[src/rtl/xphm_rd.sv]
// xphm_rd: read-side stage of the XPH memory.
// A start pulse launches a run of contiguous XPHM reads. Returned data is
// captured into a small output FIFO that feeds a valid/ready stream. A
// credit check (FIFO occupancy plus reads still in the memory pipeline)
// keeps consumer backpressure from ever losing data.
// FIFO_DEPTH must be a power of two and at least RD_LAT+2.

module xphm_rd #(
  parameter int DEPTH      = 2048,
  parameter int DATA_WIDTH = 256,
  parameter int RD_LAT     = 2,
  parameter int FIFO_DEPTH = 8,
  localparam int AW        = $clog2(DEPTH)
) (
  input  logic                  clk,
  input  logic                  rstn,
  input  logic                  start_pulse,
  input  logic [AW-1:0]         c_addr,
  input  logic [15:0]           n_xphs,
  output logic                  busy,
  output logic                  done_pulse,
  output logic                  rd_en,
  output logic [AW-1:0]         rd_addr,
  input  logic [DATA_WIDTH-1:0] dout,
  output logic [DATA_WIDTH-1:0] xph_data,
  output logic                  xph_valid,
  output logic                  xph_last,
  input  logic                  xph_ready
);

  localparam int FW = $clog2(FIFO_DEPTH);
  localparam int CW = FW + 1;
  localparam int SW = CW + 1;

  typedef enum logic [1:0] {
    IDLE  = 2'd0,
    ISSUE = 2'd1,
    DRAIN = 2'd2
  } state_t;

  state_t                state_q, state_d;
  logic [AW-1:0]         next_addr_q, next_addr_d;
  logic [15:0]           remaining_q, remaining_d;
  logic                  done_q, done_d;

  logic [RD_LAT-1:0]     vld_q, vld_d;
  logic [RD_LAT-1:0]     lst_q, lst_d;
  logic [CW-1:0]         in_flight_q, in_flight_d;

  logic [DATA_WIDTH-1:0] fifo_data_q [FIFO_DEPTH];
  logic [DATA_WIDTH-1:0] fifo_data_d [FIFO_DEPTH];
  logic [FIFO_DEPTH-1:0] fifo_last_q, fifo_last_d;
  logic [FW-1:0]         wr_ptr_q, wr_ptr_d;
  logic [FW-1:0]         rd_ptr_q, rd_ptr_d;
  logic [CW-1:0]         fifo_count_q, fifo_count_d;

  logic                  credit_ok;
  logic                  issue;
  logic                  capture;
  logic                  capture_last;
  logic                  push;
  logic                  pop;
  logic                  head_last;

  // Handshake and credit terms shared by the FSM, pipeline and FIFO.
  always_comb begin
    credit_ok    = ({1'b0, fifo_count_q} + {1'b0, in_flight_q}) < SW'(FIFO_DEPTH);
    issue        = (state_q == ISSUE) && credit_ok;
    capture      = vld_q[RD_LAT-1];
    capture_last = lst_q[RD_LAT-1];
    push         = capture;
    xph_valid    = (fifo_count_q != '0);
    head_last    = fifo_last_q[rd_ptr_q];
    pop          = xph_valid && xph_ready;
    xph_data     = xph_valid ? fifo_data_q[rd_ptr_q] : '0;
    xph_last     = xph_valid && head_last;
    busy         = (state_q != IDLE);
    done_pulse   = done_q;
    rd_en        = issue;
    rd_addr      = next_addr_q;
  end

  // Run sequencing: latch the request, issue reads under credit, wait for the last pop.
  always_comb begin
    state_d     = state_q;
    next_addr_d = next_addr_q;
    remaining_d = remaining_q;
    done_d      = 1'b0;
    case (state_q)
      IDLE: begin
        if (start_pulse) begin
          next_addr_d = c_addr;
          remaining_d = n_xphs;
          if (n_xphs != 16'd0) begin
            state_d = ISSUE;
          end else begin
            done_d = 1'b1;
          end
        end
      end
      ISSUE: begin
        if (issue) begin
          next_addr_d = (next_addr_q == AW'(DEPTH - 1)) ? '0 : next_addr_q + 1'b1;
          remaining_d = remaining_q - 16'd1;
          if (remaining_q == 16'd1) begin
            state_d = DRAIN;
          end
        end
      end
      DRAIN: begin
        if (pop && head_last) begin
          state_d = IDLE;
          done_d  = 1'b1;
        end
      end
      default: state_d = IDLE;
    endcase
  end

  // Tag pipeline that mirrors the memory latency, plus the in-flight read count.
  always_comb begin
    vld_d    = '0;
    lst_d    = '0;
    vld_d[0] = issue;
    lst_d[0] = issue && (remaining_q == 16'd1);
    for (int i = 1; i < RD_LAT; i++) begin
      vld_d[i] = vld_q[i-1];
      lst_d[i] = lst_q[i-1];
    end
    in_flight_d = in_flight_q;
    if (issue && !capture) begin
      in_flight_d = in_flight_q + CW'(1);
    end else if (!issue && capture) begin
      in_flight_d = in_flight_q - CW'(1);
    end
  end

  // Output FIFO: push on capture, pop on handshake, both allowed together.
  always_comb begin
    fifo_data_d  = fifo_data_q;
    fifo_last_d  = fifo_last_q;
    wr_ptr_d     = wr_ptr_q;
    rd_ptr_d     = rd_ptr_q;
    fifo_count_d = fifo_count_q;
    if (push) begin
      fifo_data_d[wr_ptr_q] = dout;
      fifo_last_d[wr_ptr_q] = capture_last;
      wr_ptr_d              = wr_ptr_q + 1'b1;
    end
    if (pop) begin
      rd_ptr_d = rd_ptr_q + 1'b1;
    end
    if (push && !pop) begin
      fifo_count_d = fifo_count_q + CW'(1);
    end else if (pop && !push) begin
      fifo_count_d = fifo_count_q - CW'(1);
    end
  end

  // Control, pipeline and pointer registers.
  always_ff @(posedge clk or negedge rstn) begin
    if (!rstn) begin
      state_q      <= IDLE;
      next_addr_q  <= '0;
      remaining_q  <= '0;
      done_q       <= 1'b0;
      vld_q        <= '0;
      lst_q        <= '0;
      in_flight_q  <= '0;
      fifo_last_q  <= '0;
      wr_ptr_q     <= '0;
      rd_ptr_q     <= '0;
      fifo_count_q <= '0;
    end else begin
      state_q      <= state_d;
      next_addr_q  <= next_addr_d;
      remaining_q  <= remaining_d;
      done_q       <= done_d;
      vld_q        <= vld_d;
      lst_q        <= lst_d;
      in_flight_q  <= in_flight_d;
      fifo_last_q  <= fifo_last_d;
      wr_ptr_q     <= wr_ptr_d;
      rd_ptr_q     <= rd_ptr_d;
      fifo_count_q <= fifo_count_d;
    end
  end

  // FIFO data storage, cleared so no stale entry survives a reset.
  always_ff @(posedge clk or negedge rstn) begin
    if (!rstn) begin
      fifo_data_q <= '{default: '0};
    end else begin
      fifo_data_q <= fifo_data_d;
    end
  end

  fifo_no_overflow: assert property (@(posedge clk) disable iff (!rstn)
    !(push && !pop && (fifo_count_q == CW'(FIFO_DEPTH))));

  fifo_no_underflow: assert property (@(posedge clk) disable iff (!rstn)
    !(pop && (fifo_count_q == '0)));

  in_flight_no_underflow: assert property (@(posedge clk) disable iff (!rstn)
    !(capture && (in_flight_q == '0)));

endmodule
[config.mk]
export PLATFORM = sky130hd
export DESIGN_NAME = xphm_rd
export DESIGN_NICKNAME = d
export VERILOG_FILES = /design/src/rtl/xphm_rd.sv
export SDC_FILE = /design/constraint.sdc
export NUM_CORES = 2
export LEC_CHECK = 0
export BUFFER_PORTS_ARGS = -buffer_cell sky130_fd_sc_hd__buf_2
export CAP_MARGIN = 5
export CORE_ASPECT_RATIO = 1.25
export CORE_UTILIZATION = 55
export CTS_BUF_LIST = sky130_fd_sc_hd__clkbuf_4 sky130_fd_sc_hd__clkbuf_8
export DETAILED_ROUTE_END_ITERATION = 8
export PLACE_DENSITY = 0.8
export SYNTH_ARGS = -nofsm -noshare
export SYNTH_HDL_FRONTEND = slang
export SYNTH_SLANG_ARGS = --single-unit
[constraint.sdc]
create_clock -name clk -period 3.5 [get_ports clk]
set_clock_uncertainty 0.05 [all_clocks]
set_input_delay 0.175 -clock clk [delete_from_list [all_inputs] [get_ports clk]]
set_output_delay 0.175 -clock clk [all_outputs]
set_load 0.05 [all_outputs]
# Yosys cells after proc, flatten, opt, wreduce, memory -nomap -nowiden
# Index checks and enable logic that the tools add are counted.
# Widths: inputs -> output; s select.
[word_totals]
output_inout_bits = 272
regBits = 2104
in_bits = 287
wordCells = 102
[classes]
eq_ne = 9
n_addsub = 9
n_lt_le_gt_ge = 7
mux = 33
n_bitwise = 2
reduce_logical = 23
[ops]
columns = ["operator", "count"]
rows = [
  ["$bwmux 2048", 1],
  ["$mux 256", 4],
  ["$bmux 256 s3", 1],
  ["$demux 256 s3", 1],
  ["$mux 11", 3],
  ["$mux 16", 2],
  ["$pmux 16 s2", 1],
  ["$pmux 11 s2", 1],
  ["$eq 16x1->1 const B", 1],
  ["$mux 4", 4],
  ["$reduce_bool 16->1", 1],
  ["$sub 16x1->16 const B", 1],
  ["$add 11x1->11 const B", 1],
  ["$eq 11x11->1 const B", 1],
  ["$logic_and 1x1->1", 11],
  ["$mux 2", 5],
  ["$add 4x1->4 const B", 2],
  ["$bwmux 8", 1],
  ["$ge 4x4->1 const B", 2],
  ["$lt 3x4->1 const B", 2],
  ["$ne 2x2->1 const B", 4],
  ["$not 3->4", 2],
  ["$reduce_bool 2->1", 4],
  ["$sub 4x1->4 const B", 2],
  ["18 further kinds", 25],
]

# Depth between registers and ports, before layout
[depth]
ltp_word = 7
mapped_depth = 13
depth_no_buf = 11

# Worst setup path after synthesis
# Ideal clock, no wire load.
[synth_path]
kind = "register to register"
startpoint = "register fifo_count_q[3]"
endpoint = "register in_flight_q[3]"
n_path_buf = 1
required_ns = 3.370
arrival_ns = 2.823
path_stages_with_launch = 13
period_less_slack_ns = 2.953
setup_slack_ns = 0.547
path_cell_list = "dfrtp_1 > ha_1 > or3_1 > a211o_4 > clkinv_2 > buf_6 > ha_1 > inv_1 > ha_1 > a21o_1 > a21oi_1 > mux2i_1 > xnor2_1"
[synth_between]
elab_chain_len = 6
[synth_lines]
columns = ["element", "line", "text"]
rows = [
  ["start: declaration", "55", "logic [CW-1:0] fifo_count_q, fifo_count_d;"],
  ["start signal: assignment", "185", "fifo_count_q <= fifo_count_d;"],
  ["$add 4x4->5 (*)", "67", "credit_ok = ({1'b0, fifo_count_q} + {1'b0, in_flight_q}) < SW'(FIFO_DEPTH);"],
  ["$lt 5x4->1 (*)", "67", ""],
  ["$logic_and 1x1->1 (*)", "68", "issue = (state_q == ISSUE) && credit_ok;"],
  ["via rd_en", "22", "output logic rd_en,"],
  ["$logic_not 1->1", "133", "end else if (!issue && capture) begin"],
  ["$logic_and 1x1->1", "133", ""],
  ["$reduce_bool 2->1 (no source line)", "--", ""],
  ["end signal: assignment", "181", "in_flight_q <= in_flight_d;"],
  ["end: declaration", "48", "logic [CW-1:0] in_flight_q, in_flight_d;"],
]
# The timed path passes the listed nets; every way through them passes the cells marked *.
# A chain may end at the register's enable or synchronous reset.

# Worst setup path after layout
[layout_path]
startpoint = "register rd_ptr_q[0]"
endpoint = "output port xph_data[100]"
[layout_between]
elab_chain_len = 5
[layout_lines]
columns = ["element", "line", "text"]
rows = [
  ["start: declaration", "54", "logic [FW-1:0] rd_ptr_q, rd_ptr_d;"],
  ["start signal: assignment", "184", "rd_ptr_q <= rd_ptr_d;"],
  ["$not 3->4 (implied by the code)", "75", "xph_data = xph_valid ? fifo_data_q[rd_ptr_q] : '0;"],
  ["$bmux 256 s3", "75", ""],
  ["$mux 256 (implied by the code) (2 in a row)", "75", ""],
  ["$mux 256", "75", ""],
  ["end: declaration", "25", "output logic [DATA_WIDTH-1:0] xph_data,"],
]
# No other way between the ends. The select of a mux whose other input is x is not followed.

==> results by group <==
Yosys
  • Share of async-settable or async-resettable flops after synthesis: 1.00
  • Yosys cell types: 66
  • Post-synthesis net count: just over 6,000
  • Seq/Total Area, Yosys: 0.554
  • Flops & latches, synth: approximately 2,100
  • Main synth FF type: sky130_fd_sc_hd__dfrtp_1
  • Count of flip-flops with a built-in enable after synthesis: 0
  • Top cell type's share of synthesized area: 0.554
  • Most area-consuming cells after synthesis: sky130_fd_sc_hd__dfrtp_1 55%, sky130_fd_sc_hd__mux2_2 22%, sky130_fd_sc_hd__mux4_2 12%
  • Cell area after synthesis: 95,100 µm²
  • Synth warn: 0
  • Largest area contributor in the synthesized netlist: sky130_fd_sc_hd__dfrtp_1
  • Mean Syn Cell Area: 16.2 µm²
  • Count of mapped cells out of synthesis: 5,859

Cells and area
  • Share of final-layout standard cells stronger than drive strength 1: 0.514
  • Net total in the final layout: 7,462
  • Most common library cell in the layout ignoring fill and taps: sky130_fd_sc_hd__dfrtp_1
  • Sequential cell area: around 53,000 µm²
  • Synth-to-layout area growth: 21.8%
  • Area taken by multi-input logic gates: 40,700 µm²
  • Fillcell total: 11,027
  • Post-route standard cell area excluding fillers: around 120,000 µm²
  • Leading cell types in the layout, fill and taps excluded: 2,101 x sky130_fd_sc_hd__dfrtp_1, 1,830 x sky130_fd_sc_hd__mux2_2, 598 x sky130_fd_sc_hd__dlygate4sd3_1
  • Utilization of the core after routing: 0.675

Global routing
  • Maximum number of pins on one net before global-route repair: 116
  • Total routing resource utilization after global routing: 0.277
  • Antenna violations before repair: 28
  • Number of global-route vias before repair: between 60,000 and 70,000
  • GRT Residual Overflow: 0
  • First-pass GRT wire length: 377,000 µm

STA
  • Setup violation total in the final timing report: 0
  • Measured slew at the worst slew-check pin: ~960 ps
  • Ratio of final minimum period to clock period: 0.993
  • Highest attainable clock frequency: approximately 290 MHz
  • Unrepaired setup endpoints after global routing: yes
  • Count of endpoints failing hold in the final timing report: 0
  • Final worst path period need: ~3500 ps
  • Worst setup slack after layout: around 26 ps
  • Worst slew margin: 0.358
  • Fin. max-slew vios: 0

Placed design
  • Placed wire-length estimate after detailed placement: 131,000 µm
  • Worst slack, placed: 493 ps
  • Port bufs: 558
  • Final weighted congestion of routability-driven global placement: roughly 0.83
  • Cell area after placement: approximately 100,000 µm²

Clock tree
  • CTS Buffer Depth: 4
  • Clock tree from TritonCTS: done
  • Cts bufs inserted: 339
  • Clk sinks: 2,104
  • Root Buffer: sky130_fd_sc_hd__clkbuf_8
  • Clock edge transition at the registers on the reported setup and hold paths: 60 ps
  • Htree depth: 5
  • Clock insertion delay at the later pin of the skew report: 1070 ps

Worst setup path
  • Category of the most critical setup path: reg -> out
  • Startpoint class of the critical path: flop
  • CP required: 3270 ps
  • Cell depth of the worst flop-to-flop path: 9
  • Cell family with the largest share of critical-path delay: buffers and inverters
  • CP Max Fanout: 8
  • Depth of the critical timing path with buffers and inverters included: 9
  • Cell-by-cell trace of the critical path: buf_6 -> buf_12 -> buf_12 -> buf_16 -> buf_4 -> mux4_2 -> mux2i_2 -> nor2_1 -> buf_6
  • Critical Path Slowest Stage Cell: sky130_fd_sc_hd__mux4_2
  • Nature of the critical path endpoint: primary output
  • R2R Path End: rd_addr[9]
  • Worst Path Buf+Inv: 6
  • Start of the worst register-to-register path: fifo_count_q[3]
  • Slack of the worst reg-to-reg path: 60 ps
  • Arrival time at the worst endpoint: 3250 ps
  • Largest stage delay on the critical path: approximately 540 ps

Route
  • Number of detailed-route iterations in the first pass: 9
  • Per-cell via count in the routed design: 6.06
  • Violation count after the first detailed-routing iteration: around 3,900
  • Remaining routing DRC violations: 0
  • Routed Wire Length: 242,000 µm
  • Remaining number of nets flagged by the antenna check after routing: 0
  • DR WL/cell: roughly 25 µm
  • Total via count in the routed design: 58,405

Hold path
  • Depth of the worst hold-timing path: 3
  • Type of the most critical hold path: in -> reg
  • Beginning of the worst hold path: dout[193]
  • Worst Hold Path EP: fifo_data_q[1473]

Die
  • Initial core utilization: 0.554
  • Number of rows in the core area: 170
  • Standard cell core area: between 150,000 and 200,000 µm²
  • Die area: 175,000 µm²
  • Total I/O pin count: 559
  • Die Y-Extent: 467 µm
  • Die extent in x: 374 µm

Run
  • Number of max-cap violations: 0

Power and ir drop
  • VDD IR-drop max: 1.49 mV
  • Leakage Power: 50.1 nW
  • Power density over the cells: 1130 nW/µm²

Status
  • Status: complete, no violations
==> stage by stage <==
step | setup TNS, ps | cells | hold slack [ps] | power, mW
floorplan | 0 | 5859 | -171 | 86.9
global placement | 0 | 8414 | 258 | 99.9
detailed placement | 0 | 8414 | 265 | 102
CTS | -628 | 9618 | 0.994 | 129
global route | -1510 | 9635 | 59.5 | 136
finish | 0 | 9644 | 92.5 | 130
==> report_power, final <==
part / internal [mW] / switching (mW)
sequential: 36.5 / 6.43
clock: 12.6 / 9.67
combinational: 29.6 / 35.6
==> cells by family after synthesis <==
family | synth area share
DFF | 0.554
AOI/OAI and AO/OA | 0.00624
muxes | 0.393
xor gates and xnor gates | 0.000921
and+or+nand+nor | 0.0181
buffers and inverters | 0.0258
adders and majority gates | 0.00226
==> registers in the layout, summed over array words and instances (netlist names) <==
signal	flops
wr_ptr_q	3
remaining_q	16
rd_addr	11
fifo_last_q	8
in_flight_q	4
state_q	2
fifo_count_q	4
fifo_data_q	2048
done_pulse	1
rd_ptr_q	3
vld_q	2
lst_q	2
==> layer usage <==
metal / share of wire / GRT usage / wire length, µm / up-vias
li1: - / - / - / 24543
met1: 0.40 / 0.362 / 97500 / 31205
met2: 0.50 / 0.462 / 121000 / 2078
met3: 0.071 / 0.0649 / 17100 / 549
met4: 0.028 / 0.0859 / 6710 / 30
met5: 0.00078 / 0 / 189 / -
==> worst max-delay path by stage <==
stage / from / end / slack, ps
2_1_floorplan: fifo_count_q[3] / in_flight_q[3] / 550
3_5_place_dp: fifo_count_q[3] / in_flight_q[3] / 490
6_report: rd_ptr_q[0] / xph_data[100] / 30
3_3_place_gp: fifo_count_q[3] / in_flight_q[3] / 440
5_1_grt: rd_ptr_q[0] / xph_data[100] / -80
4_1_cts: rd_ptr_q[0] / xph_data[165] / -60
==> layout make-up <==
cell class | count | share of cell area
Clock buffer | 531 | 0.0575
Antenna cell | 20 | 0.000432
Sequential cell | 2104 | 0.455
Clock inverter | 39 | 0.00362
Multi-Input combinational cell | 3327 | 0.351
Timing Repair Buffer | 1372 | 0.108
Inverter | 15 | 0.000497
Tap cell | 2236 | 0.0242
==> Yosys cell counts, types with 5 or more instances <==
cell type / n
sky130_fd_sc_hd__dfrtp_1: 2104
sky130_fd_sc_hd__mux2_2: 1830
sky130_fd_sc_hd__mux4_2: 514
sky130_fd_sc_hd__nor2_1: 282
sky130_fd_sc_hd__mux2i_1: 260
sky130_fd_sc_hd__mux2_1: 230
sky130_fd_sc_hd__buf_2: 217
sky130_fd_sc_hd__clkbuf_1: 73
sky130_fd_sc_hd__buf_4: 53
sky130_fd_sc_hd__buf_6: 47
sky130_fd_sc_hd__nor3_1: 25
sky130_fd_sc_hd__buf_1: 21
sky130_fd_sc_hd__nand2_1: 19
sky130_fd_sc_hd__a21oi_1: 15
sky130_fd_sc_hd__ha_1: 14
sky130_fd_sc_hd__inv_1: 13
sky130_fd_sc_hd__nor4_1: 12
sky130_fd_sc_hd__o22ai_1: 9
sky130_fd_sc_hd__xnor2_1: 9
sky130_fd_sc_hd__nand3_1: 8
sky130_fd_sc_hd__o21ai_0: 8
sky130_fd_sc_hd__and4_1: 7
sky130_fd_sc_hd__nand4_1: 6
sky130_fd_sc_hd__or3_1: 6
sky130_fd_sc_hd__o32ai_1: 5
==> repair_timing <==
item / 4_1_cts / 5_1_grt
hold buffers: 599 / 0
endpoints found under the hold margin: 4073 / 0
setup buffers: 24 / 4
gates resized for setup: 232 / 60
setup endpoints to repair: 236 / 90
pin swaps: 1 / 0
cloned: 11 / 2
==> worst register-to-register path, stage by stage (launching register included) <==
cell	delay [ps]
sky130_fd_sc_hd__dfrtp_1	430
sky130_fd_sc_hd__ha_1	300
sky130_fd_sc_hd__or3_1	420
sky130_fd_sc_hd__a211o_4	380
sky130_fd_sc_hd__clkinv_2	90
sky130_fd_sc_hd__buf_6	240
sky130_fd_sc_hd__o22ai_1	150
sky130_fd_sc_hd__dlygate4sd3_1	610
sky130_fd_sc_hd__o2bb2ai_1	130
sky130_fd_sc_hd__dlygate4sd3_1	590
Power figures use the tool's default switching activity.
